`config.mk`:
```
export PLATFORM = sky130hd
export DESIGN_NAME = store_merge_buffer
export DESIGN_NICKNAME = d
export VERILOG_FILES = /design/src/rtl/store_merge_buffer.sv
export SDC_FILE = /design/constraint.sdc
export NUM_CORES = 2
export LEC_CHECK = 0
export BUFFER_PORTS_ARGS = -buffer_cell sky130_fd_sc_hd__buf_2
export CORE_ASPECT_RATIO = 0.8
export CORE_UTILIZATION = 58
export DETAILED_ROUTE_END_ITERATION = 16
export GPL_TIMING_DRIVEN = 0
export PLACE_DENSITY = 0.78
export RECOVER_POWER = 25
export SYNTH_ARGS = -nofsm -noshare
export SYNTH_HDL_FRONTEND = slang
export SYNTH_SLANG_ARGS = --single-unit
export TNS_END_PERCENT = 20
```
`constraint.sdc`:
```
create_clock -name clk -period 10.8 [get_ports clk]
set_input_delay 1.08 -clock clk [delete_from_list [all_inputs] [get_ports clk]]
set_output_delay 1.08 -clock clk [all_outputs]
set_load 0.005 [all_outputs]
```
`src/rtl/store_merge_buffer.sv`:
```
// store_merge_buffer
//
// Byte-lane store buffer between the memory stage and the data cache.
// Entries live in a circular FIFO (head/tail/count). Each entry holds a word
// address, lane-positioned data, a byte mask, the ROB id of its store and a
// committed flag. Committed entries always form a prefix starting at head.
//
// Ports
//   clk, rst                 clock (rising edge), synchronous active-high reset
//   store, tlb_exception     allocate request / allocation suppress
//   physical_address         store address, or load address when store=0
//   op_size                  0=byte, 1=half, 2/3=word
//   store_value              right-aligned store data
//   input_rob_id             ROB id of the allocating store
//   commit, commit_rob_id    ROB commit permission for one store
//   flush                    discard every uncommitted entry
//   cache_ack                cache accepted the presented head entry
//   cache_valid/address/data/byte_mask   drain request (valid/ack)
//   full, empty              occupancy, from the pre-edge count
//   bypass_needed/possible/value         load forwarding results
//
// Drain handshake: cache_valid is high while the head entry is committed;
// address/data/mask stay stable until the edge where cache_valid and
// cache_ack are both high, which retires the head. cache_ack without
// cache_valid has no effect.
//
// Optional feature, macro STORE_BUFFER_COALESCE_EN: a store to the same word
// as the youngest, still uncommitted entry merges into it (new data wins,
// masks OR-ed, rob_id replaced) instead of allocating a new entry.
module store_merge_buffer #(
    parameter int N               = 8,
    parameter int WORD_SIZE       = 32,
    parameter int WIDTH           = 32,
    parameter int ROB_ENTRY_WIDTH = 4
) (
    input  logic                       clk,
    input  logic                       rst,
    input  logic                       store,
    input  logic                       tlb_exception,
    input  logic [WIDTH-1:0]           physical_address,
    input  logic [1:0]                 op_size,
    input  logic [WORD_SIZE-1:0]       store_value,
    input  logic [ROB_ENTRY_WIDTH-1:0] input_rob_id,
    input  logic                       commit,
    input  logic [ROB_ENTRY_WIDTH-1:0] commit_rob_id,
    input  logic                       flush,
    input  logic                       cache_ack,
    output logic                       cache_valid,
    output logic [WIDTH-1:0]           cache_address,
    output logic [WORD_SIZE-1:0]       cache_data,
    output logic [WORD_SIZE/8-1:0]     cache_byte_mask,
    output logic                       full,
    output logic                       empty,
    output logic                       bypass_needed,
    output logic                       bypass_possible,
    output logic [WORD_SIZE-1:0]       bypass_value
);
    localparam int BYTES = WORD_SIZE / 8;
    localparam int OFFW  = (BYTES > 1) ? $clog2(BYTES) : 1;
    localparam int AW    = WIDTH - OFFW;
    localparam int PTRW  = $clog2(N);
    localparam int CNTW  = PTRW + 1;

    // Lane offset: half-words are forced to an even lane.
    function automatic logic [OFFW-1:0] eff_off(input logic [1:0] size, input logic [OFFW-1:0] a);
        logic [OFFW-1:0] o;
        o = a;
        if (size == 2'd1) o[0] = 1'b0;
        return o;
    endfunction

    function automatic logic [BYTES-1:0] lane_mask(input logic [1:0] size, input logic [OFFW-1:0] off);
        logic [BYTES-1:0] base;
        case (size)
            2'd0:    base = BYTES'(1);
            2'd1:    base = BYTES'(3);
            default: base = {BYTES{1'b1}};
        endcase
        return base << off;
    endfunction

    function automatic logic [WORD_SIZE-1:0] expand(input logic [BYTES-1:0] m);
        logic [WORD_SIZE-1:0] bits;
        for (int b = 0; b < BYTES; b++) bits[b*8 +: 8] = {8{m[b]}};
        return bits;
    endfunction

    logic [AW-1:0]              addr_q [N];
    logic [WORD_SIZE-1:0]       data_q [N];
    logic [BYTES-1:0]           mask_q [N];
    logic [ROB_ENTRY_WIDTH-1:0] rob_q  [N];
    logic [N-1:0]               comm_q, comm_d, comm_after;
    logic [PTRW-1:0]            head_q, head_d, tail_q, tail_d, yidx, commit_idx;
    logic [CNTW-1:0]            count_q, count_d, ccount;

    logic [OFFW-1:0]      req_off;
    logic [BYTES-1:0]     req_mask;
    logic [AW-1:0]        req_waddr;
    logic [WORD_SIZE-1:0] st_data, fwd_lanes;
    logic [BYTES-1:0]     fwd_found, fwd_hit;
    logic                 drain, commit_hit, store_ok, merge, alloc;

    assign req_waddr = physical_address[WIDTH-1:OFFW];
    assign req_off   = eff_off(op_size, physical_address[OFFW-1:0]);
    assign req_mask  = lane_mask(op_size, req_off);
    // Data outside the written lanes is kept at zero.
    assign st_data   = (store_value << {req_off, 3'b000}) & expand(req_mask);

    assign full        = (count_q == CNTW'(N));
    assign empty       = (count_q == '0);
    assign cache_valid = !empty && comm_q[head_q];
    assign drain       = cache_valid && cache_ack;
    assign yidx        = tail_q - PTRW'(1);

    assign cache_address   = cache_valid ? {addr_q[head_q], {OFFW{1'b0}}} : '0;
    assign cache_data      = cache_valid ? data_q[head_q] : '0;
    assign cache_byte_mask = cache_valid ? mask_q[head_q] : '0;

    // Oldest valid entry with a matching ROB id (scan young to old, last hit wins).
    always_comb begin
        commit_hit = 1'b0;
        commit_idx = '0;
        for (int i = N - 1; i >= 0; i--) begin
            if (CNTW'(i) < count_q && rob_q[head_q + PTRW'(i)] == commit_rob_id) begin
                commit_hit = 1'b1;
                commit_idx = head_q + PTRW'(i);
            end
        end
    end

    always_comb begin
        comm_after = comm_q;
        if (commit && commit_hit) comm_after[commit_idx] = 1'b1;

        // Committed entries surviving this edge (prefix after the drain).
        ccount = '0;
        for (int i = 0; i < N; i++) begin
            if (CNTW'(i) < count_q && comm_after[head_q + PTRW'(i)]) ccount = ccount + CNTW'(1);
        end
        if (drain) ccount = ccount - CNTW'(1);

        store_ok = store && !tlb_exception && !flush;
`ifdef STORE_BUFFER_COALESCE_EN
        merge = store_ok && !empty && !comm_after[yidx] && addr_q[yidx] == req_waddr;
`else
        merge = 1'b0;
`endif
        // full is the pre-edge value: a same-cycle drain does not free a slot.
        alloc = store_ok && !full && !merge;

        comm_d = comm_after;
        if (drain) comm_d[head_q] = 1'b0;
        if (alloc) comm_d[tail_q] = 1'b0;

        head_d = head_q + PTRW'(drain);
        if (flush) begin
            tail_d  = head_d + ccount[PTRW-1:0];
            count_d = ccount;
        end else begin
            tail_d  = tail_q + PTRW'(alloc);
            count_d = count_q - CNTW'(drain) + CNTW'(alloc);
        end
    end

    // Forwarding: walk old to young so the youngest writer of each lane wins.
    always_comb begin
        fwd_lanes = '0;
        fwd_found = '0;
        for (int i = 0; i < N; i++) begin
            if (CNTW'(i) < count_q && addr_q[head_q + PTRW'(i)] == req_waddr) begin
                for (int b = 0; b < BYTES; b++) begin
                    if (mask_q[head_q + PTRW'(i)][b]) begin
                        fwd_lanes[b*8 +: 8] = data_q[head_q + PTRW'(i)][b*8 +: 8];
                        fwd_found[b]        = 1'b1;
                    end
                end
            end
        end
        fwd_hit         = fwd_found & req_mask;
        bypass_needed   = !store && (fwd_hit != '0);
        bypass_possible = !store && (fwd_hit == req_mask);
        bypass_value    = bypass_possible ? ((fwd_lanes & expand(req_mask)) >> {req_off, 3'b000}) : '0;
    end

    always_ff @(posedge clk) begin
        if (rst) begin
            head_q  <= '0;
            tail_q  <= '0;
            count_q <= '0;
            comm_q  <= '0;
            for (int i = 0; i < N; i++) begin
                addr_q[i] <= '0;
                data_q[i] <= '0;
                mask_q[i] <= '0;
                rob_q[i]  <= '0;
            end
        end else begin
            head_q  <= head_d;
            tail_q  <= tail_d;
            count_q <= count_d;
            comm_q  <= comm_d;
            if (alloc) begin
                addr_q[tail_q] <= req_waddr;
                data_q[tail_q] <= st_data;
                mask_q[tail_q] <= req_mask;
                rob_q[tail_q]  <= input_rob_id;
            end
            if (merge) begin
                data_q[yidx] <= (data_q[yidx] & ~expand(req_mask)) | st_data;
                mask_q[yidx] <= mask_q[yidx] | req_mask;
                rob_q[yidx]  <= input_rob_id;
            end
        end
    end
endmodule

```
### Yosys cells after proc, flatten, opt, wreduce, memory -nomap -nowiden

Memory sizes are Yosys's and may differ from the RTL's. A register that Yosys moved wholly into a read port is not among the register bits.
Cells that the tools add are included.

* flip-flop bits (word level): 18
* RAM bits: 560
* input port bits: 81
* word-level logic and storage cells: 287
* memories kept: 4

Memories
* data_q: words 8, bits a word 32, read ports 8, clocked after memory_dff 1, write ports 8, line 89 `logic [WORD_SIZE-1:0] data_q [N];`
* addr_q: words 8, bits a word 30, read ports 8, clocked after memory_dff 1, write ports 8, line 88 `logic [AW-1:0] addr_q [N];`
* mask_q: words 8, bits a word 4, read ports 8, clocked after memory_dff 1, write ports 8, line 90 `logic [BYTES-1:0] mask_q [N];`
* rob_q: words 8, bits a word 4, read ports 8, clocked after memory_dff 1, write ports 8, line 91 `logic [ROB_ENTRY_WIDTH-1:0] rob_q [N];`

* $add $sub $neg: 20
* order comparisons: 21
* eq/ne operators: 19
* shift-type cells: 3
* mux-type cells: 161
* bitwise gates (word level): 8
* reduce and logical (&&, ||, !) cells: 47

Operators with widths (number)
* $mux W32: 12
* $mux W8: 35
* $eq A30 B30 Y1: 8
* $mux W4: 20
* $and A32 B32 Y32: 2
* $mux W1: 63
* $mux W3: 17
* $lt A3 B4 Y1 const B: 10
* $eq A4 B4 Y1: 9
* $logic_and A1 B1 Y1: 35
* $reduce_or A32 Y1: 1
* $shl A32 B5 Y32: 1
* $shr A32 B5 Y32: 1
* $mux W30: 1
* $reduce_or A30 Y1: 1
* $add A4 B1 Y4 const B: 7
* $bmux W1 S3: 9
* $and A8 B8 Y8: 2
* $lt A3 B4 Y1 const A: 4
* $not A8 Y8: 2
* $add A3 B3 Y3 const B: 4
* $demux W1 S3: 3
* $ge A3 B1 Y1 const B: 3
* $lt A1 B4 Y1 const A: 2
* other kinds (19): 27

### Depth between registers and ports, before layout

An unclocked memory read counts as a cell.

* depth in word-level cells: 40
* mapped depth: 48
* depth with buffers taken out: 36

### Worst setup path after synthesis

OpenSTA, ideal clock, no wires.

* kind: register -> register
* start: reg head_q[2]
* end: reg tail_q[2]
* library setup time: 0.086 ns
* arrival time: 11.168 ns
* required time: 10.714 ns
* setup slack: -0.454 ns
* cell stages (with the launch flop): 46
* path buffers: 11
* cells stage by stage: dfxtp_1 -> buf_4 -> buf_4 -> buf_2 -> inv_1 -> buf_1 -> clkbuf_1 -> clkbuf_1 -> buf_1 -> buf_1 -> clkbuf_1 -> ha_1 -> buf_2 -> inv_1 -> mux4_2 -> mux2i_1 -> a21o_1 -> o21ai_0 -> (+10 left out) -> ha_1 -> or3_1 -> a32oi_1 -> ha_1 -> xnor2_1 -> o2bb2ai_1 -> or2_2 -> ha_1 -> nor2_1 -> a31oi_1 -> inv_1 -> ha_1 -> nor2_1 -> a21oi_1 -> fa_1 -> xor2_1 -> xnor2_1 -> a211oi_1

* word-level cells in the longest chain between the ends: 40

RTL lines
* from (decl): line 93 `logic [PTRW-1:0] head_q, head_d, tail_q, tail_d, yidx, commit_idx;`
* from (signal assigned): line 187 `head_q <= '0;`
* from (signal assigned): line 198 `head_q <= head_d;`
* $add A3 B3 Y3: line 124, 126, 138
* $mem_v2 Z8 W4
* $eq A4 B4 Y1: line 124 `if (CNTW'(i) < count_q && rob_q[head_q + PTRW'(i)] == commit_rob_id) begin`
* $logic_and A1 B1 Y1: line 124
* $mux W3 (8 in series): line 124
* $lt A3 B4 Y1 (implied by the code) or $ge A3 B1 Y1 (tied branches): line 133 `if (commit && commit_hit) comm_after[commit_idx] = 1'b1;`
* $logic_and A1 B1 Y1 (implied by the code): line 133
* $mux W1 (implied by the code): line 133
* (+17 left out)
* $add A4 B1 Y4: line 138 `if (CNTW'(i) < count_q && comm_after[head_q + PTRW'(i)]) ccount = ccount + CNTW'(1);`
* $mux W4: line 138
* $add A4 B1 Y4: line 138
* $mux W4: line 138
* $sub A4 B1 Y4: line 140 `if (drain) ccount = ccount - CNTW'(1);`
* $mux W4: line 140
* $add A3 B3 Y3 *: line 157 `tail_d = head_d + ccount[PTRW-1:0];`
* $mux W3 *: line 156 `if (flush) begin`
* to (signal assigned): line 199 `tail_q <= tail_d;`
* to (decl): line 93

Every way passes the cells marked *; elsewhere a longest branch is shown, timed or not. The select of a mux whose other input is x is not followed.
A chain may end at the register's enable or synchronous reset.

### Worst setup path after layout

* start: reg head_q[1]
* end: out bypass_value[3]

* word-level cells in the longest chain between the ends: 21

RTL lines
* branches (longest 20 deep; another with $mem_v2 Z8 W30)
* $mux W32 *: line 182 `bypass_value = bypass_possible ? ((fwd_lanes & expand(req_mask)) >> {req_off, 3'b000}) : '0;`
* to (decl): line 56 `output logic [WORD_SIZE-1:0] bypass_value`

Mark *: on every way between the ends.

==> summary.md <==
| Metric | Value |
|---|---|
| Status | finished, violations left |
| Failing checks | capacitance limit, slew limit, setup timing |
| Worst path most repeated cell | clkdlybuf4s15_1 |
| Worst-margin pin slew | just under 4 ns |
| Global-route wire length before repair | between 300 and 400 mm |
| Fin. Hold Viols | 0 |
| Cts hold-fix bufs | 0 |
| YS warnings | 0 |
| Crit path capture type | primary output |
| Mapped Area | between 50000 and 60000 um2 |
| Yosys top cell by area | edfxtp_1 |
| Top Layer Used | met5 |
| Initial Utilization | 58.8% |
| Max Fanout on Critical Path | 10 |
| DR WL met2 | 92.3 mm |
| Crit-path leading delay family | buffers and inverters |
| Clk_lat worst skew | 0.67 ns |
| RSZ-0062 raised after global routing | yes |
| Reg power frac | a little over two fifths |
| Layout cells sized above 1 | about a quarter |
| Area Overhead vs Synth | 11.0% |
| Worst Setup SP | head_q[1]$_SDFF_PP0_ |
| Buffer and inverter count on the worst path | 5 |
| Dominant synthesized flop cell | edfxtp_1 |
| Die area | 88500 um2 |
| Worst setup margin | -0.434 ns |
| Worst EP arrival | about 10 ns |
| FP Rows | 96 |
| Reg2reg start | head_q[2]$_SDFF_PP0_ |
| Cells after synthesis | 4432 |
| HP Class | reg2reg |
| Top-area cell type share of the netlist area | between 30% and 40% |
| Final worst clock skew | ~0.019 ns |
| Final Power | about 0.0061 W |
| Psw | 0.00180 W |
| Clk sinks | 578 |
| Fill count | ~6700 |
| Most frequent cell after synthesis | nand2_1 |
| Placer Congestion | between 1 and 1.5 |
| DP Wirelength | 175 mm |
| Clock tree buffer depth | 3 |
| Reg2reg path depth | 32 |
| PD cells | 108 nW/um2 |
| Fin crit period | 11.23 ns |
| Cell Int Power | 0.00427 W |
| Startpoint types | flop |
| Clk pwr share | approximately two fifths |
| Comb pwr share | approximately 16% |
| Fin. max-slew vios | between 300 and 400 |
| Pleak | 21.1 nW |
| Total area of sequential cells | about 17000 um2 |
| Global-route usage over all layers | ~53% |
| Core area | ~86000 um2 |
| Worst-path clk slew | roughly 0.060 ns |
| Max Cap Viol | 16 |
| Total CTS buffers | 66 |
| Die width | 332 um |
| WP depth | 18 |
| Critical Path RT | around 10 ns |
| Crit path kind | reg2out |
| Drt wl/cell | 40.9 um |
| Synth area leaders | edfxtp_1 33%, mux4_2 25%, mux2i_1 10% |
| Multi-input gate area | between 30000 and 40000 um2 |
| Vias | about 47000 |
| Synth unique cells | 91 |
| Max-slew headroom | -159% |
| I/O Buffers | about 150 |
| Reg2Reg Capture Point | tail_q[2]$_SDFF_PP0_ |
| Final Non-Filler Cells | around 5900 |
| Gr ovfl total | 0 |
| Pre-Repair DR Iteration Count | 9 |
| Slowest CP cell | clkdlybuf4s15_1 |
| Final period util | 104% |
| DR DRC count | 0 |
| Ys async rst share | 0% |
| Number of flops mapped to enable cells by yosys | between 500 and 600 |
| Vias in the first global route | ~43000 |
| DRT Wirelength | roughly 240 mm |
| CP Cell Sequence | ha_1, xnor2_2, clkdlybuf4s15_1, clkdlybuf4s15_1, clkdlybuf4s15_1, mux2i_1, xor2_1, nand4_1, nor4_4, a21boi_2, clkbuf_1, nand3_1, a21oi_1, a31oi_1, o211ai_1, a21oi_1, o21a_1, buf_2 |
| Setup crit end | bypass_value[3] |
| Antenna viol nets, final | 0 |
| Mean Syn Cell Area | 11.4 um2 |
| R2R setup slack | ~0.080 ns |
| CTS tree | done |
| DRT met1 WL | just over 80 mm |
| Initial antenna violation count | 19 |
| Largest net degree at the start of global routing | 49 |
| Post-layout nets | 4793 |
| Placed insts | roughly 5700 |
| Yosys reg bits | 578 |
| IO Pins | between 150 and 200 |
| Switching portion of total power | between 20 and 30% |
| Top cells by count, synth | 594 x nand2_1, 567 x mux4_2, 560 x edfxtp_1 |
| Die height | roughly 270 um |
| CTS root buf | clkbuf_16 |
| Maximum VDD drop | around 140 uV |
| Met3 wire length | 50.2 mm |
| Final setup fails | 24 |
| Peak Freq | a little under 90 MHz |
| H-Tree Depth | 3 |
| Sequential fraction of the synthesis area | between 30% and 40% |
| Via/cell ratio | 7.97 |
| First DRT Iteration DRCs | about 9600 |
| Crit-path max cell delay | about 1.2 ns |
==> layer usage <==
metal  track usage, %  vias up
met3             32.0     1155
li1                 -    17533
met5             3.38        -
met1             68.5    22759
met4             25.9       37
met2             70.4     5342
==> layout by cell type (no fill, tap or decap), types with 10 or more instances in the layout <==
master,instances
clkbuf_1,214
nor4_1,33
mux2i_1,506
a211oi_1,28
o211ai_1,15
buf_6,19
nor2b_1,18
buf_1,55
ha_1,27
a311oi_1,11
mux2_2,26
mux4_2,567
a2bb2oi_1,26
dfxtp_1,18
diode_2,17
buf_4,31
and2_1,77
nand4_1,41
nand2_1,594
a211o_1,11
edfxtp_1,560
a22oi_1,10
clkbuf_16,70
a21boi_0,17
a21oi_1,83
xor2_1,149
clkbuf_4,16
clkinv_1,11
o21a_1,20
nor2_1,370
clkdlybuf4s15_1,11
a31oi_1,19
inv_1,46
nor3_1,41
nand3_1,36
o21ai_0,44
buf_2,205
xnor2_1,130
clkbuf_2,35
and3_1,281
==> cell type report <==
cell class | instances | area share, %
multi-input combinational | 3381 | 56.6
antenna | 17 | 0.0757
clock buffer | 80 | 3.18
clock inverter | 40 | 0.841
buffer | 418 | 3.79
sequential | 578 | 30.5
timing repair buffer | 187 | 2.15
inverter | 50 | 0.340
tap | 1127 | 2.51
==> worst reg2reg max path, delay by kind of cell (launching register included) <==
family	cells	cell delay, ns
and+or+nand+nor	6	1.26
AOI/OAI and AO/OA	6	1.16
xor gates and xnor gates	4	0.63
buffers and inverters	10	5.14
adders and majority gates	6	2.05
DFF	1	0.43
==> stage by stage <==
| stage | util (%) | worst slack (ns) | TNS (ns) | area (um2) | hold slack [ns] |
|---|---|---|---|---|---|
| after floorplan | - | 0.0751 | 0 | 50700 | 0.536 |
| after global placement | 61.3 | -5.83 | -196.12 | 52800 | 0.577 |
| after detailed placement | 62.0 | -4.88 | -162.85 | 53400 | 0.583 |
| after CTS | 65.1 | 0.0212 | 0 | 56100 | 0.597 |
| after global routing | 65.3 | -0.0371 | -0.0371 | 56200 | 0.636 |
| final | 65.3 | -0.434 | -5.09 | 56200 | 0.631 |
==> state kept, by name, summed over array words and instances, names as in the netlist <==
name / count
count_q: 4
head_q: 3
data_q: 256
tail_q: 3
rob_q: 32
comm_q: 8
mask_q: 32
addr_q: 240
==> power by group through the flow <==
| stage | Combinational [W] | Sequential (W) | Clock, W |
|---|---|---|---|
| after CTS | 0.000886 | 0.00263 | 0.00243 |
| after global placement | 0.000853 | 0.00269 | 0 |
| after floorplan | 0.000540 | 0.00265 | 0 |
| after detailed placement | 0.000876 | 0.00268 | 0 |
| final | 0.000943 | 0.00264 | 0.00249 |
| after global routing | 0.000945 | 0.00265 | 0.00250 |
==> cells by family (layout without fill, tap and decap cells) <==
logic type	after synthesis	count (layout)	share of synthesized area (%)
XOR/XNOR	296	296	5.43
other	1	19	0.00740
buffers and inverters	474	775	3.96
AO/OA/AOI/OAI	370	370	5.13
multiplexers	1114	1114	36.3
adder cells (fa/ha/maj)	30	30	0.771
flip-flops	578	578	33.9
AND/OR/NAND/NOR	1569	1569	14.5
==> worst min-delay path by stage <==
stage | start | to | slack, ns | cells past startpoint
after detailed placement | comm_q[5]$_SDFF_PP0_ | comm_q[5]$_SDFF_PP0_ | 0.58 | 2
after CTS | comm_q[5]$_SDFF_PP0_ | comm_q[5]$_SDFF_PP0_ | 0.60 | 2
final | comm_q[7]$_SDFF_PP0_ | comm_q[7]$_SDFF_PP0_ | 0.63 | 2
after global placement | comm_q[5]$_SDFF_PP0_ | comm_q[5]$_SDFF_PP0_ | 0.58 | 2
after global routing | comm_q[3]$_SDFF_PP0_ | comm_q[3]$_SDFF_PP0_ | 0.64 | 2
after floorplan | comm_q[7]$_SDFF_PP0_ | comm_q[7]$_SDFF_PP0_ | 0.54 | 2
==> timing repair <==
action                     CTS  global route
resized for setup          118           101
buffers inserted             5             4
setup endpoints to repair   41            37
pin swaps                    6             7
(Power assumes the default switching activity.)
